--- config.mk ---
export PLATFORM = sky130hd
export DESIGN_NAME = uart_bus_bridge
export DESIGN_NICKNAME = d
export VERILOG_FILES = /design/src/rtl/uart_bridge_pkg.sv /design/src/rtl/uart_bus_bridge_sync2.sv /design/src/rtl/uart_bus_bridge.sv
export SDC_FILE = /design/constraint.sdc
export NUM_CORES = 1
export LEC_CHECK = 0
export ABC_AREA = 1
export CAP_MARGIN = 20
export CORE_AREA = 2 2 62 64
export CTS_CLUSTER_DIAMETER = 40
export DETAILED_ROUTE_END_ITERATION = 6
export DIE_AREA = 0 0 64 66
export GPL_TIMING_DRIVEN = 0
export PLACE_DENSITY = 0.74
export SLEW_MARGIN = 20
export SYNTH_ARGS = -nofsm -noshare
export SYNTH_HDL_FRONTEND = slang
export SYNTH_SLANG_ARGS = --single-unit
--- constraint.sdc ---
create_clock -name clk -period 1.8 [get_ports clk]
set_input_delay 0.54 -clock clk [delete_from_list [all_inputs] [get_ports clk]]
set_output_delay 0.54 -clock clk [all_outputs]
set_load 0.1 [all_outputs]
--- src/rtl/uart_bridge_pkg.sv ---
// Shared types and constants for the CPU-to-UART bus bridge.
// The state encoding is used by the bridge FSM.
package uart_bridge_pkg;

  typedef enum logic [3:0] {
    IDLE,
    WR_SETUP,
    WR_PULSE,
    WR_HOLD,
    WR_WAIT_TBRE,
    WR_WAIT_TSRE,
    RD_WAIT,
    RD_PULSE,
    RD_RELEASE,
    DONE
  } bridgeStateT;

  localparam logic STROBE_ACTIVE = 1'b0;
  localparam logic STROBE_IDLE   = 1'b1;

endpackage

--- src/rtl/uart_bus_bridge_sync2.sv ---
// Two-flop synchronizer with synchronous active-high reset, used to
// bring the asynchronous UART status flags into the clk domain.
module sync2 #(
  parameter int WIDTH = 1
) (
  input  logic             clk,
  input  logic             rst,
  input  logic [WIDTH-1:0] d,
  output logic [WIDTH-1:0] q
);

  logic [WIDTH-1:0] stage1;

  always_ff @(posedge clk) begin
    if (rst) begin
      stage1 <= '0;
      q      <= '0;
    end else begin
      stage1 <= d;
      q      <= stage1;
    end
  end

endmodule

--- src/rtl/uart_bus_bridge.sv ---
// Sequences single-cycle CPU requests into rdn/wrn strobes on the shared
// ram1 data bus and waits on the synchronized UART status flags.
module uart_bus_bridge
  import uart_bridge_pkg::*;
#(
  parameter int PULSE_CYCLES   = 2,
  parameter int TIMEOUT_CYCLES = 0,
  parameter int CNT_W          = 16
) (
  input  logic       clk,
  input  logic       rst,
  input  logic       req_valid,
  input  logic       req_we,
  input  logic [7:0] req_wdata,
  output logic       busy,
  output logic       resp_valid,
  output logic [7:0] resp_rdata,
  output logic       resp_err,
  output logic       rx_ready,
  output logic       tx_ready,
  input  logic       tbre,
  input  logic       tsre,
  input  logic       dataReady,
  input  logic [7:0] data_in,
  output logic [7:0] data_out,
  output logic       data_oe,
  output logic       rdn,
  output logic       wrn,
  output logic       ram1_en,
  output logic       ram1_oe,
  output logic       ram1_we
);

  localparam logic [3:0]       PULSE_LAST    = 4'(PULSE_CYCLES - 1);
  localparam logic [CNT_W-1:0] TIMEOUT_LIMIT = CNT_W'(TIMEOUT_CYCLES);

  bridgeStateT      state;
  logic [3:0]       pulseCnt;
  logic [CNT_W-1:0] waitCnt;
  logic [CNT_W-1:0] waitNext;
  logic             timeoutHit;
  logic [2:0]       flagsSync;
  logic             tbreS;
  logic             tsreS;
  logic             dataReadyS;

  sync2 #(.WIDTH(3)) flagSync (
    .clk (clk),
    .rst (rst),
    .d   ({dataReady, tsre, tbre}),
    .q   (flagsSync)
  );

  assign tbreS      = flagsSync[0];
  assign tsreS      = flagsSync[1];
  assign dataReadyS = flagsSync[2];

  // RAM1 shares the bus but is never accessed through this bridge.
  assign ram1_en = 1'b1;
  assign ram1_oe = 1'b1;
  assign ram1_we = 1'b1;

  assign rx_ready = dataReadyS;
  assign tx_ready = tsreS && (state == IDLE);

  // Wait counter saturates so a very long stall cannot wrap back below the limit.
  always_comb begin
    waitNext   = (waitCnt == '1) ? waitCnt : waitCnt + 1'b1;
    timeoutHit = (TIMEOUT_CYCLES != 0) && (waitNext >= TIMEOUT_LIMIT);
  end

  always_ff @(posedge clk) begin
    if (rst) begin
      state      <= IDLE;
      pulseCnt   <= '0;
      waitCnt    <= '0;
      busy       <= 1'b0;
      resp_valid <= 1'b0;
      resp_rdata <= 8'h00;
      resp_err   <= 1'b0;
      data_out   <= 8'h00;
      data_oe    <= 1'b0;
      rdn        <= STROBE_IDLE;
      wrn        <= STROBE_IDLE;
    end else begin
      resp_valid <= 1'b0;
      case (state)
        IDLE: begin
          if (req_valid) begin
            busy <= 1'b1;
            if (req_we) begin
              state    <= WR_SETUP;
              data_out <= req_wdata;
              data_oe  <= 1'b1;
            end else begin
              state   <= RD_WAIT;
              waitCnt <= '0;
            end
          end
        end
        WR_SETUP: begin
          state    <= WR_PULSE;
          wrn      <= STROBE_ACTIVE;
          pulseCnt <= '0;
        end
        WR_PULSE: begin
          if (pulseCnt == PULSE_LAST) begin
            state <= WR_HOLD;
            wrn   <= STROBE_IDLE;
          end else begin
            pulseCnt <= pulseCnt + 1'b1;
          end
        end
        WR_HOLD: begin
          state   <= WR_WAIT_TBRE;
          data_oe <= 1'b0;
          waitCnt <= '0;
        end
        WR_WAIT_TBRE: begin
          if (tbreS) begin
            state   <= WR_WAIT_TSRE;
            waitCnt <= '0;
          end else if (timeoutHit) begin
            state      <= DONE;
            busy       <= 1'b0;
            resp_valid <= 1'b1;
            resp_err   <= 1'b1;
          end else begin
            waitCnt <= waitNext;
          end
        end
        WR_WAIT_TSRE: begin
          if (tsreS) begin
            state      <= DONE;
            busy       <= 1'b0;
            resp_valid <= 1'b1;
            resp_err   <= 1'b0;
          end else if (timeoutHit) begin
            state      <= DONE;
            busy       <= 1'b0;
            resp_valid <= 1'b1;
            resp_err   <= 1'b1;
          end else begin
            waitCnt <= waitNext;
          end
        end
        RD_WAIT: begin
          if (dataReadyS) begin
            state    <= RD_PULSE;
            rdn      <= STROBE_ACTIVE;
            pulseCnt <= '0;
          end else if (timeoutHit) begin
            state      <= DONE;
            busy       <= 1'b0;
            resp_valid <= 1'b1;
            resp_err   <= 1'b1;
          end else begin
            waitCnt <= waitNext;
          end
        end
        // The UART drives the bus while rdn is low; sample it on the last low cycle.
        RD_PULSE: begin
          if (pulseCnt == PULSE_LAST) begin
            state      <= RD_RELEASE;
            rdn        <= STROBE_IDLE;
            resp_rdata <= data_in;
          end else begin
            pulseCnt <= pulseCnt + 1'b1;
          end
        end
        RD_RELEASE: begin
          state      <= DONE;
          busy       <= 1'b0;
          resp_valid <= 1'b1;
          resp_err   <= 1'b0;
        end
        DONE: begin
          state <= IDLE;
        end
        default: begin
          state <= IDLE;
        end
      endcase
    end
  end

endmodule
==> results of run 1 <==
cells in the mapped netlist:
cell                       instances  area share, %
sky130_fd_sc_hd__nand2_2           5            2.0
sky130_fd_sc_hd__nand3_1          12            3.9
sky130_fd_sc_hd__buf_2             1           0.32
sky130_fd_sc_hd__nand2_4           1           0.73
sky130_fd_sc_hd__inv_1            25            6.1
sky130_fd_sc_hd__nand2_1          22            5.4
sky130_fd_sc_hd__a21oi_1          20            6.5
sky130_fd_sc_hd__nor3b_1           1           0.49
sky130_fd_sc_hd__nor2_2            2           0.81
sky130_fd_sc_hd__conb_1            2           0.49
sky130_fd_sc_hd__nand4_2           1           0.81
sky130_fd_sc_hd__dfxtp_1          35             45
sky130_fd_sc_hd__ha_1              2            1.6
sky130_fd_sc_hd__o21ai_0           9            2.9
sky130_fd_sc_hd__o21ai_1          11            3.6
sky130_fd_sc_hd__clkbuf_1          3           0.73
sky130_fd_sc_hd__nor2_1           39            9.5
sky130_fd_sc_hd__nand3_2           1           0.65
sky130_fd_sc_hd__nor3_1            1           0.32
sky130_fd_sc_hd__inv_2             5            1.2
sky130_fd_sc_hd__nand4_1           1           0.41
sky130_fd_sc_hd__xnor2_1           1           0.57
sky130_fd_sc_hd__buf_4             5            2.4
sky130_fd_sc_hd__nand3b_1          2           0.97
sky130_fd_sc_hd__nor2_4            2            1.5
sky130_fd_sc_hd__a31o_2            1           0.57
layout make-up:
class,instances,share of cell area [%]
Timing Repair Buffer,55,20.1
Inverter,30,5.67
Buffer,8,2.26
Clock buffer,5,1.74
Sequential cell,35,33.1
Tap cell,48,2.78
Multi-Input combinational cell,138,32.7
Clock inverter,2,1.74
layer usage:
| metal | routed length (um) | global-route usage [%] |
|---|---|---|
| met4 | 40 | 8.70 |
| met2 | 1780 | 33.5 |
| met1 | 1630 | 22.2 |
| met5 | 0 | 0 |
| met3 | 167 | 4.94 |
through the flow:
stage | power, mW | cell area, um2 | std cells | hold slack, ns | setup slack [ns]
after floorplan | 2.01 | 1580 | 212 | 0.388 | -0.0785
after global placement | 2.29 | 2080 | 304 | 0.391 | -0.638
after CTS | 2.84 | 2170 | 311 | 0.420 | -0.161
after global routing | 3.08 | 2160 | 321 | 0.450 | -0.0965
final | 2.89 | 2160 | 321 | 0.415 | -0.0186
after detailed placement | 2.30 | 2080 | 304 | 0.395 | -0.676
repair_timing:
item	in CTS	in global routing
pin swaps	0	3
endpoints found under the setup margin	23	21
gates resized for setup	85	43
hold buffers	0	0
buffers inserted	0	11
power by group:
part	total (mW)	switching, mW	internal [mW]
sequential	0.970	0.0809	0.889
clock	0.538	0.253	0.284
combinational	1.38	1.00	0.381
total	2.89	1.33	1.55
cells by family after synthesis:
group	after synthesis	share of synthesized area [%]
adders and majority gates	2	1.62
xor gates and xnor gates	1	0.569
DFF	35	45.5
buffers and inverters	39	10.8
other	2	0.488
and+or+nand+nor	90	27.5
AOI/OAI and AO/OA	41	13.6
critical path: stages, from the launching register on:
cell and delay [ns]:
sky130_fd_sc_hd__dfxtp_4 0.38, sky130_fd_sc_hd__inv_4 0.06, sky130_fd_sc_hd__nand2_4 0.07, sky130_fd_sc_hd__nor3_4 0.23
sky130_fd_sc_hd__buf_12 0.20
worst min path at each step:
stage | start | endpoint | cells after the start
2_1_floorplan | flagSync.stage1[0] | flagSync.q[0] | 2
3_3_place_gp | flagSync.stage1[2] | flagSync.q[2] | 2
3_5_place_dp | flagSync.stage1[2] | flagSync.q[2] | 2
4_1_cts | flagSync.stage1[2] | flagSync.q[2] | 2
5_1_grt | flagSync.stage1[2] | flagSync.q[2] | 2
6_report | flagSync.stage1[2] | flagSync.q[2] | 2
registers in the layout, indices dropped and copies added, names as in the netlist:
| signal | cells |
|---|---|
| data_oe | 1 |
| data_out | 8 |
| resp_valid | 1 |
| flagSync.stage1 | 3 |
| pulseCnt | 4 |
| wrn | 1 |
| flagSync.q | 3 |
| resp_rdata | 8 |
| state | 4 |
| busy | 1 |
| rdn | 1 |
cells in the final DEF (no fill, tap or decap), types with 5 or more instances in the layout:
cell type and instances:
sky130_fd_sc_hd__buf_4 16, sky130_fd_sc_hd__clkbuf_4 5, sky130_fd_sc_hd__nand2_2 5, sky130_fd_sc_hd__dfxtp_1 31
sky130_fd_sc_hd__a21oi_1 20, sky130_fd_sc_hd__o21ai_1 11, sky130_fd_sc_hd__inv_1 25, sky130_fd_sc_hd__nand2_1 20
sky130_fd_sc_hd__nor2_1 39, sky130_fd_sc_hd__clkdlybuf4s50_1 21, sky130_fd_sc_hd__buf_2 20, sky130_fd_sc_hd__nand3_1 12
sky130_fd_sc_hd__o21ai_0 9
==> qor.json, run 1 <==
{
  "drt.antenna.violating_nets": {"value": 0},
  "seq_area": {"value": 716, "unit": "um2"},
  "critPathCaptureType": {"value": "primary output"},
  "htreeDepth": {"value": 2},
  "grt_antenna_before_repair": {"value": 0},
  "syn_area_per_cell": {"value": 7.33, "unit": "um2"},
  "dieHeight": {"value": 66, "unit": "um"},
  "clock_insertion_delay_worst_skew": {"value": 0.34, "unit": "ns"},
  "drv.max_cap_violation_count": {"value": 0},
  "status": {"value": "finished with violations"},
  "cp-endpoint": {"value": "tx_ready"},
  "critical_path.startpoint_type": {"value": "flop"},
  "yosysWarnings": {"value": 0},
  "grt_remaining_overflow": {"value": 0},
  "vdd_ir_drop_max": {"value": 661, "unit": "uV"},
  "post_route_cells_drive_above_1_share": {"value": 26.0, "unit": "%"},
  "r2r_start": {"value": "state[3]"},
  "detail_route.wirelength": {"value": 3.61, "unit": "mm"},
  "critical_path_maximum_fanout": {"value": 5},
  "detailroute.via_count": {"value": 1495},
  "clock_tree.buffer_depth": {"value": 2},
  "clockRootBuffer": {"value": "sky130_fd_sc_hd__clkbuf_4"},
  "crit_start": {"value": "state[2]"},
  "cell_leakage_power": {"value": 0.988, "unit": "nW"},
  "placeableCoreArea": {"value": 3550, "unit": "um2"},
  "timing.critical_path.required": {"value": 1.26, "unit": "ns"},
  "place.gp.congestion": {"value": 0.874},
  "dr.pass1.iters": {"value": 4},
  "multi_input_comb_area": {"value": 707, "unit": "um2"},
  "initialDrtViolationCount": {"value": 91},
  "nFillCells": {"value": 340},
  "setup.worst_path.class": {"value": "reg2out"},
  "arrival": {"value": 1.28, "unit": "ns"},
  "finalCriticalPeriod": {"value": 1.82, "unit": "ns"},
  "start_util": {"value": 43.4, "unit": "%"},
  "tritoncts": {"value": "done"},
  "insertedDiodeCount": {"value": 0},
  "detail_route.drc_violations": {"value": 0},
  "grt_pass1_vias": {"value": 1433},
  "worst_slew_pin_slew": {"value": 0.553, "unit": "ns"},
  "die_width": {"value": 64, "unit": "um"},
  "finalWorstSetupSlack": {"value": -0.0186, "unit": "ns"},
  "die_area": {"value": 4220, "unit": "um2"},
  "final_max_slew_viol_count": {"value": 0},
  "wl_per_cell": {"value": 11.3, "unit": "um"},
  "setup_viol_count_final": {"value": 1},
  "totalNegativeSetupSlack": {"value": -0.0186, "unit": "ns"},
  "pin_count_of_the_biggest_net_entering_global_routing": {"value": 12},
  "worst_reg2reg_path_depth": {"value": 9},
  "finalNetCount": {"value": 298},
  "ios": {"value": 50},
  "timing.final.crit_share": {"value": 101, "unit": "%"},
  "detailedPlacementHpwl": {"value": 2.51, "unit": "mm"},
  "area.growth.synth_to_final": {"value": 40.5, "unit": "%"},
  "netlist_area": {"value": 1540, "unit": "um2"},
  "worstReg2RegEnd": {"value": "pulseCnt[1]"},
  "cts_inserted_buffers": {"value": 5},
  "hold_class": {"value": "reg2reg"},
  "timing.max_slew.rel_slack": {"value": 63.3, "unit": "%"},
  "row_count": {"value": 22},
  "synth_cells": {"value": 210},
  "timing.final.hold_violations": {"value": 0},
  "postSynthRegisterBits": {"value": 35},
  "clkSlewWorstSetupHoldPaths": {"value": 0.10, "unit": "ns"},
  "grt_setup_unrepaired": {"value": "true"},
  "grt_util_all_layers": {"value": 19.3, "unit": "%"},
  "cts.sink_count": {"value": 35},
  "power_density": {"value": 1340, "unit": "nW/um2"},
  "violations": {"value": "setup timing"},
  "first_pass_grt_wire_length": {"value": 6.33, "unit": "mm"},
  "timing.fmax": {"value": 550, "unit": "MHz"},
  "worst-r2r-setup-slack": {"value": 0.33, "unit": "ns"},
  "final_core_utilization": {"value": 60.9, "unit": "%"},
  "avgViaCountPerCell": {"value": 4.66},
  "synth_cell_type_count": {"value": 26},
  "clock_skew": {"value": 0.00673, "unit": "ns"},
  "buffer_ports.inserted": {"value": 44},
  "synth_sequential_area_ratio": {"value": 45.5, "unit": "%"}
}
Note: power is estimated with default switching activity, not from simulation.
==> run 2, diff against run 1 <==
--- a/config.mk
+++ b/config.mk
@@ -8,11 +8,11 @@
 export ABC_AREA = 1
 export CAP_MARGIN = 20
 export CORE_AREA = 2 2 62 64
-export CTS_CLUSTER_DIAMETER = 40
+export CTS_CLUSTER_DIAMETER = 120
 export DETAILED_ROUTE_END_ITERATION = 6
 export DIE_AREA = 0 0 64 66
 export GPL_TIMING_DRIVEN = 0
-export PLACE_DENSITY = 0.74
+export PLACE_DENSITY = 0.8
 export SLEW_MARGIN = 20
 export SYNTH_ARGS = -nofsm -noshare
 export SYNTH_HDL_FRONTEND = slang
==> run 2 against run 1 <==
  * The flow still finishes with violations (setup timing)
  * Combinational power barely moved
  * Register-to-register slack improved by 0.05 ns
  * Maximum frequency rose by 0.73%
  * Utilization fell by 1.6 points
  * Critical path depth did not move
  * Flip-flop and latch count did not move
  * Largest power group unchanged
  * Highest routed layer unchanged
==> qor.json, run 2 (synthesis results as in run 1) <==
{
  "ios": {"value": 50, "change": "unchanged"},
  "final_max_slew_viol_count": {"value": 0, "change": "unchanged"},
  "cts_hold_buf": {"value": 0, "change": "unchanged"},
  "status": {"value": "finished with violations"},
  "violations": {"value": "setup timing"},
  "clk_pwr_share": {"value": 15.9, "unit": "%", "change": "-2.7 points"},
  "drt.antenna.violating_nets": {"value": 0, "change": "unchanged"},
  "critPathCaptureType": {"value": "primary output"},
  "clkSlewWorstSetupHoldPaths": {"value": 0.10, "unit": "ns", "change": "about the same"},
  "timing.final.hold_violations": {"value": 0, "change": "unchanged"},
  "timing.critical_path.required": {"value": 1.26, "unit": "ns", "change": "about the same"},
  "cts.sink_count": {"value": 35, "change": "unchanged"},
  "placeableCoreArea": {"value": 3550, "unit": "um2", "change": "unchanged"},
  "dr.pass1.iters": {"value": 4, "change": "unchanged"},
  "grt_antenna_before_repair": {"value": 0, "change": "unchanged"},
  "area.growth.synth_to_final": {"value": 36.9, "unit": "%"},
  "wl_per_cell": {"value": 11.8, "unit": "um", "change": "+4.7%"},
  "pin_count_of_the_biggest_net_entering_global_routing": {"value": 11, "change": "-1"},
  "place.gp.congestion": {"value": 0.843, "change": "-3.6%"},
  "clockRootBuffer": {"value": "sky130_fd_sc_hd__clkbuf_4"},
  "grt_pass1_vias": {"value": 1393, "change": "-2.8%"},
  "power_density": {"value": 1320, "unit": "nW/um2", "change": "-1.4%"},
  "hold_class": {"value": "reg2reg"},
  "dieHeight": {"value": 66, "unit": "um", "change": "unchanged"},
  "finalWorstSetupSlack": {"value": -0.00549, "unit": "ns", "change": "+0.0131 ns"},
  "clock_insertion_delay_worst_skew": {"value": 0.34, "unit": "ns", "change": "about the same"},
  "detail_route.drc_violations": {"value": 0, "change": "unchanged"},
  "place_worst_setup_slack": {"value": -0.677, "unit": "ns", "change": "-0.00114 ns"},
  "cell_leakage_power": {"value": 0.970, "unit": "nW", "change": "-1.9%"},
  "detail_route.wirelength": {"value": 3.75, "unit": "mm", "change": "+3.8%"},
  "grt_util_all_layers": {"value": 18.7, "unit": "%", "change": "-0.58 points"},
  "tritoncts": {"value": "done"},
  "clock_tree.buffer_depth": {"value": 2, "change": "unchanged"},
  "vdd_ir_drop_max": {"value": 601, "unit": "uV", "change": "-9.0%"},
  "finalCriticalPeriod": {"value": 1.81, "unit": "ns", "change": "-0.0131 ns"},
  "htreeDepth": {"value": 2, "change": "unchanged"},
  "avgViaCountPerCell": {"value": 4.68, "change": "+0.40%"},
  "power.switching_fraction": {"value": 48.4, "unit": "%", "change": "+2.2 points"},
  "grt_remaining_overflow": {"value": 0, "change": "unchanged"},
  "buffer_ports.inserted": {"value": 44, "change": "unchanged"},
  "internal_power": {"value": 1.43, "unit": "mW", "change": "-7.8%"},
  "initialDrtViolationCount": {"value": 104, "change": "+14%"},
  "switching_power": {"value": 1.34, "unit": "mW", "change": "+0.58%"},
  "reg_top3": {"value": "data_out (8), resp_rdata (8)"},
  "timing.final.crit_share": {"value": 100, "unit": "%", "change": "-0.73 points"},
  "seqPwrFrac": {"value": 35.1, "unit": "%", "change": "+1.5 points"},
  "combPwrFrac": {"value": 49.0, "unit": "%", "change": "+1.2 points"},
  "detailroute.via_count": {"value": 1487, "change": "-0.54%"},
  "layout_commonest_cell": {"value": "sky130_fd_sc_hd__nor2_1"},
  "finalNetCount": {"value": 295, "change": "-1.0%"},
  "worst_slew_pin_slew": {"value": 0.523, "unit": "ns", "change": "-0.0301 ns"},
  "clock_skew": {"value": 0.00929, "unit": "ns", "change": "+0.00256 ns"},
  "setup.worst_path.class": {"value": "reg2out"},
  "critical_path_maximum_fanout": {"value": 6, "change": "+1"},
  "post_route_cells_drive_above_1_share": {"value": 25.2, "unit": "%", "change": "-0.82 points"},
  "grt_setup_unrepaired": {"value": "true"},
  "setup_viol_count_final": {"value": 1, "change": "unchanged"},
  "die_area": {"value": 4220, "unit": "um2", "change": "unchanged"},
  "timing.fmax": {"value": 554, "unit": "MHz", "change": "+0.73%"},
  "final_cells": {"value": 318, "change": "-0.93%"},
  "drv.max_cap_violation_count": {"value": 0, "change": "unchanged"},
  "row_count": {"value": 22, "change": "unchanged"},
  "detailedPlacementHpwl": {"value": 2.60, "unit": "mm", "change": "+3.7%"},
  "most-common-layout-cells": {"value": "39 x sky130_fd_sc_hd__nor2_1, 31 x sky130_fd_sc_hd__dfxtp_1, 25 x sky130_fd_sc_hd__inv_1"},
  "place_inst": {"value": 304, "change": "unchanged"},
  "timing.max_slew.rel_slack": {"value": 65.5, "unit": "%", "change": "+2.2 points"},
  "critical_path.startpoint_type": {"value": "flop"},
  "insertedDiodeCount": {"value": 0, "change": "unchanged"},
  "die_width": {"value": 64, "unit": "um", "change": "unchanged"},
  "start_util": {"value": 43.4, "unit": "%", "change": "unchanged"},
  "first_pass_grt_wire_length": {"value": 6.04, "unit": "mm", "change": "-4.6%"},
  "arrival": {"value": 1.27, "unit": "ns", "change": "about the same"},
  "cts_inserted_buffers": {"value": 5, "change": "unchanged"}
}
[run 2: cell types whose count changed in the layout (fill, tap and decap cells not counted), sizes merged]
cell,delta
clkinv,+1
clkinvlp,-1
bufinv,-1
clkdlybuf4s15,-1
clkbuf,+1
buf,-2
[run 2: worst paths after layout]
check	from	endpoint	slack, ns	cells past startpoint
setup / recovery	state[0]	tx_ready	-0.005	4
hold / removal	flagSync.stage1[0]	flagSync.q[0]	0.42	2
setup reg to reg	state[1]	state[3]	0.38	8
hold reg to reg	flagSync.stage1[0]	flagSync.q[0]	0.42	2
[run 2: area by class of cell]
class | instances | area (um2)
Timing Repair Buffer | 52 | 405
Tap cell | 48 | 60.1
Multi-Input combinational cell | 138 | 707
Sequential cell | 35 | 711
Inverter | 30 | 120
Clock buffer | 6 | 51.3
Clock inverter | 1 | 5.00
Fill cell | 340 | 1440
Buffer | 8 | 48.8
[run 2: timing repair]
item,CTS,global route
setup buffers,0,8
resized for setup,82,45
endpoints found under the setup margin,23,22
pin swaps,1,2
[run 2: routing by layer]
| metal | part of all wire, % | vias up | global-route usage [%] |
|---|---|---|---|
| met4 | 1.8 | 0 | 10.9 |
| met2 | 51 | 39 | 32.3 |
| met1 | 43 | 660 | 21.5 |
| met3 | 4.1 | 8 | 3.58 |
| li1 | - | 780 | - |
| met5 | 0 | - | 0 |
[run 2: worst max-delay path: stages (launching register included)]
cell and delay [ns]:
sky130_fd_sc_hd__dfxtp_4 0.39, sky130_fd_sc_hd__inv_4 0.07, sky130_fd_sc_hd__nand2_4 0.07, sky130_fd_sc_hd__nor3_4 0.20
sky130_fd_sc_hd__buf_12 0.20
[run 2: power groups by stage]
stage	registers (mW)	logic [mW]	clock network (mW)
floorplan	1.47	0.546	0
global placement	0.972	1.32	0
detailed placement	0.975	1.33	0
CTS	0.960	1.32	0.443
global route	0.992	1.45	0.490
finish	0.974	1.36	0.441
[run 2: through the flow]
step	hold WS, ns	setup TNS (ns)	total power, mW	utilization (%)	area (um2)
final	0.416	-0.00549	2.77	59.4	2110
after detailed placement	0.401	-4.71	2.30	58.5	2080
after floorplan	0.388	-0.0785	2.01	-	1580
after CTS	0.415	-0.0275	2.73	61.3	2180
after global placement	0.390	-4.69	2.29	58.5	2080
after global routing	0.442	-0.0741	2.94	59.4	2110
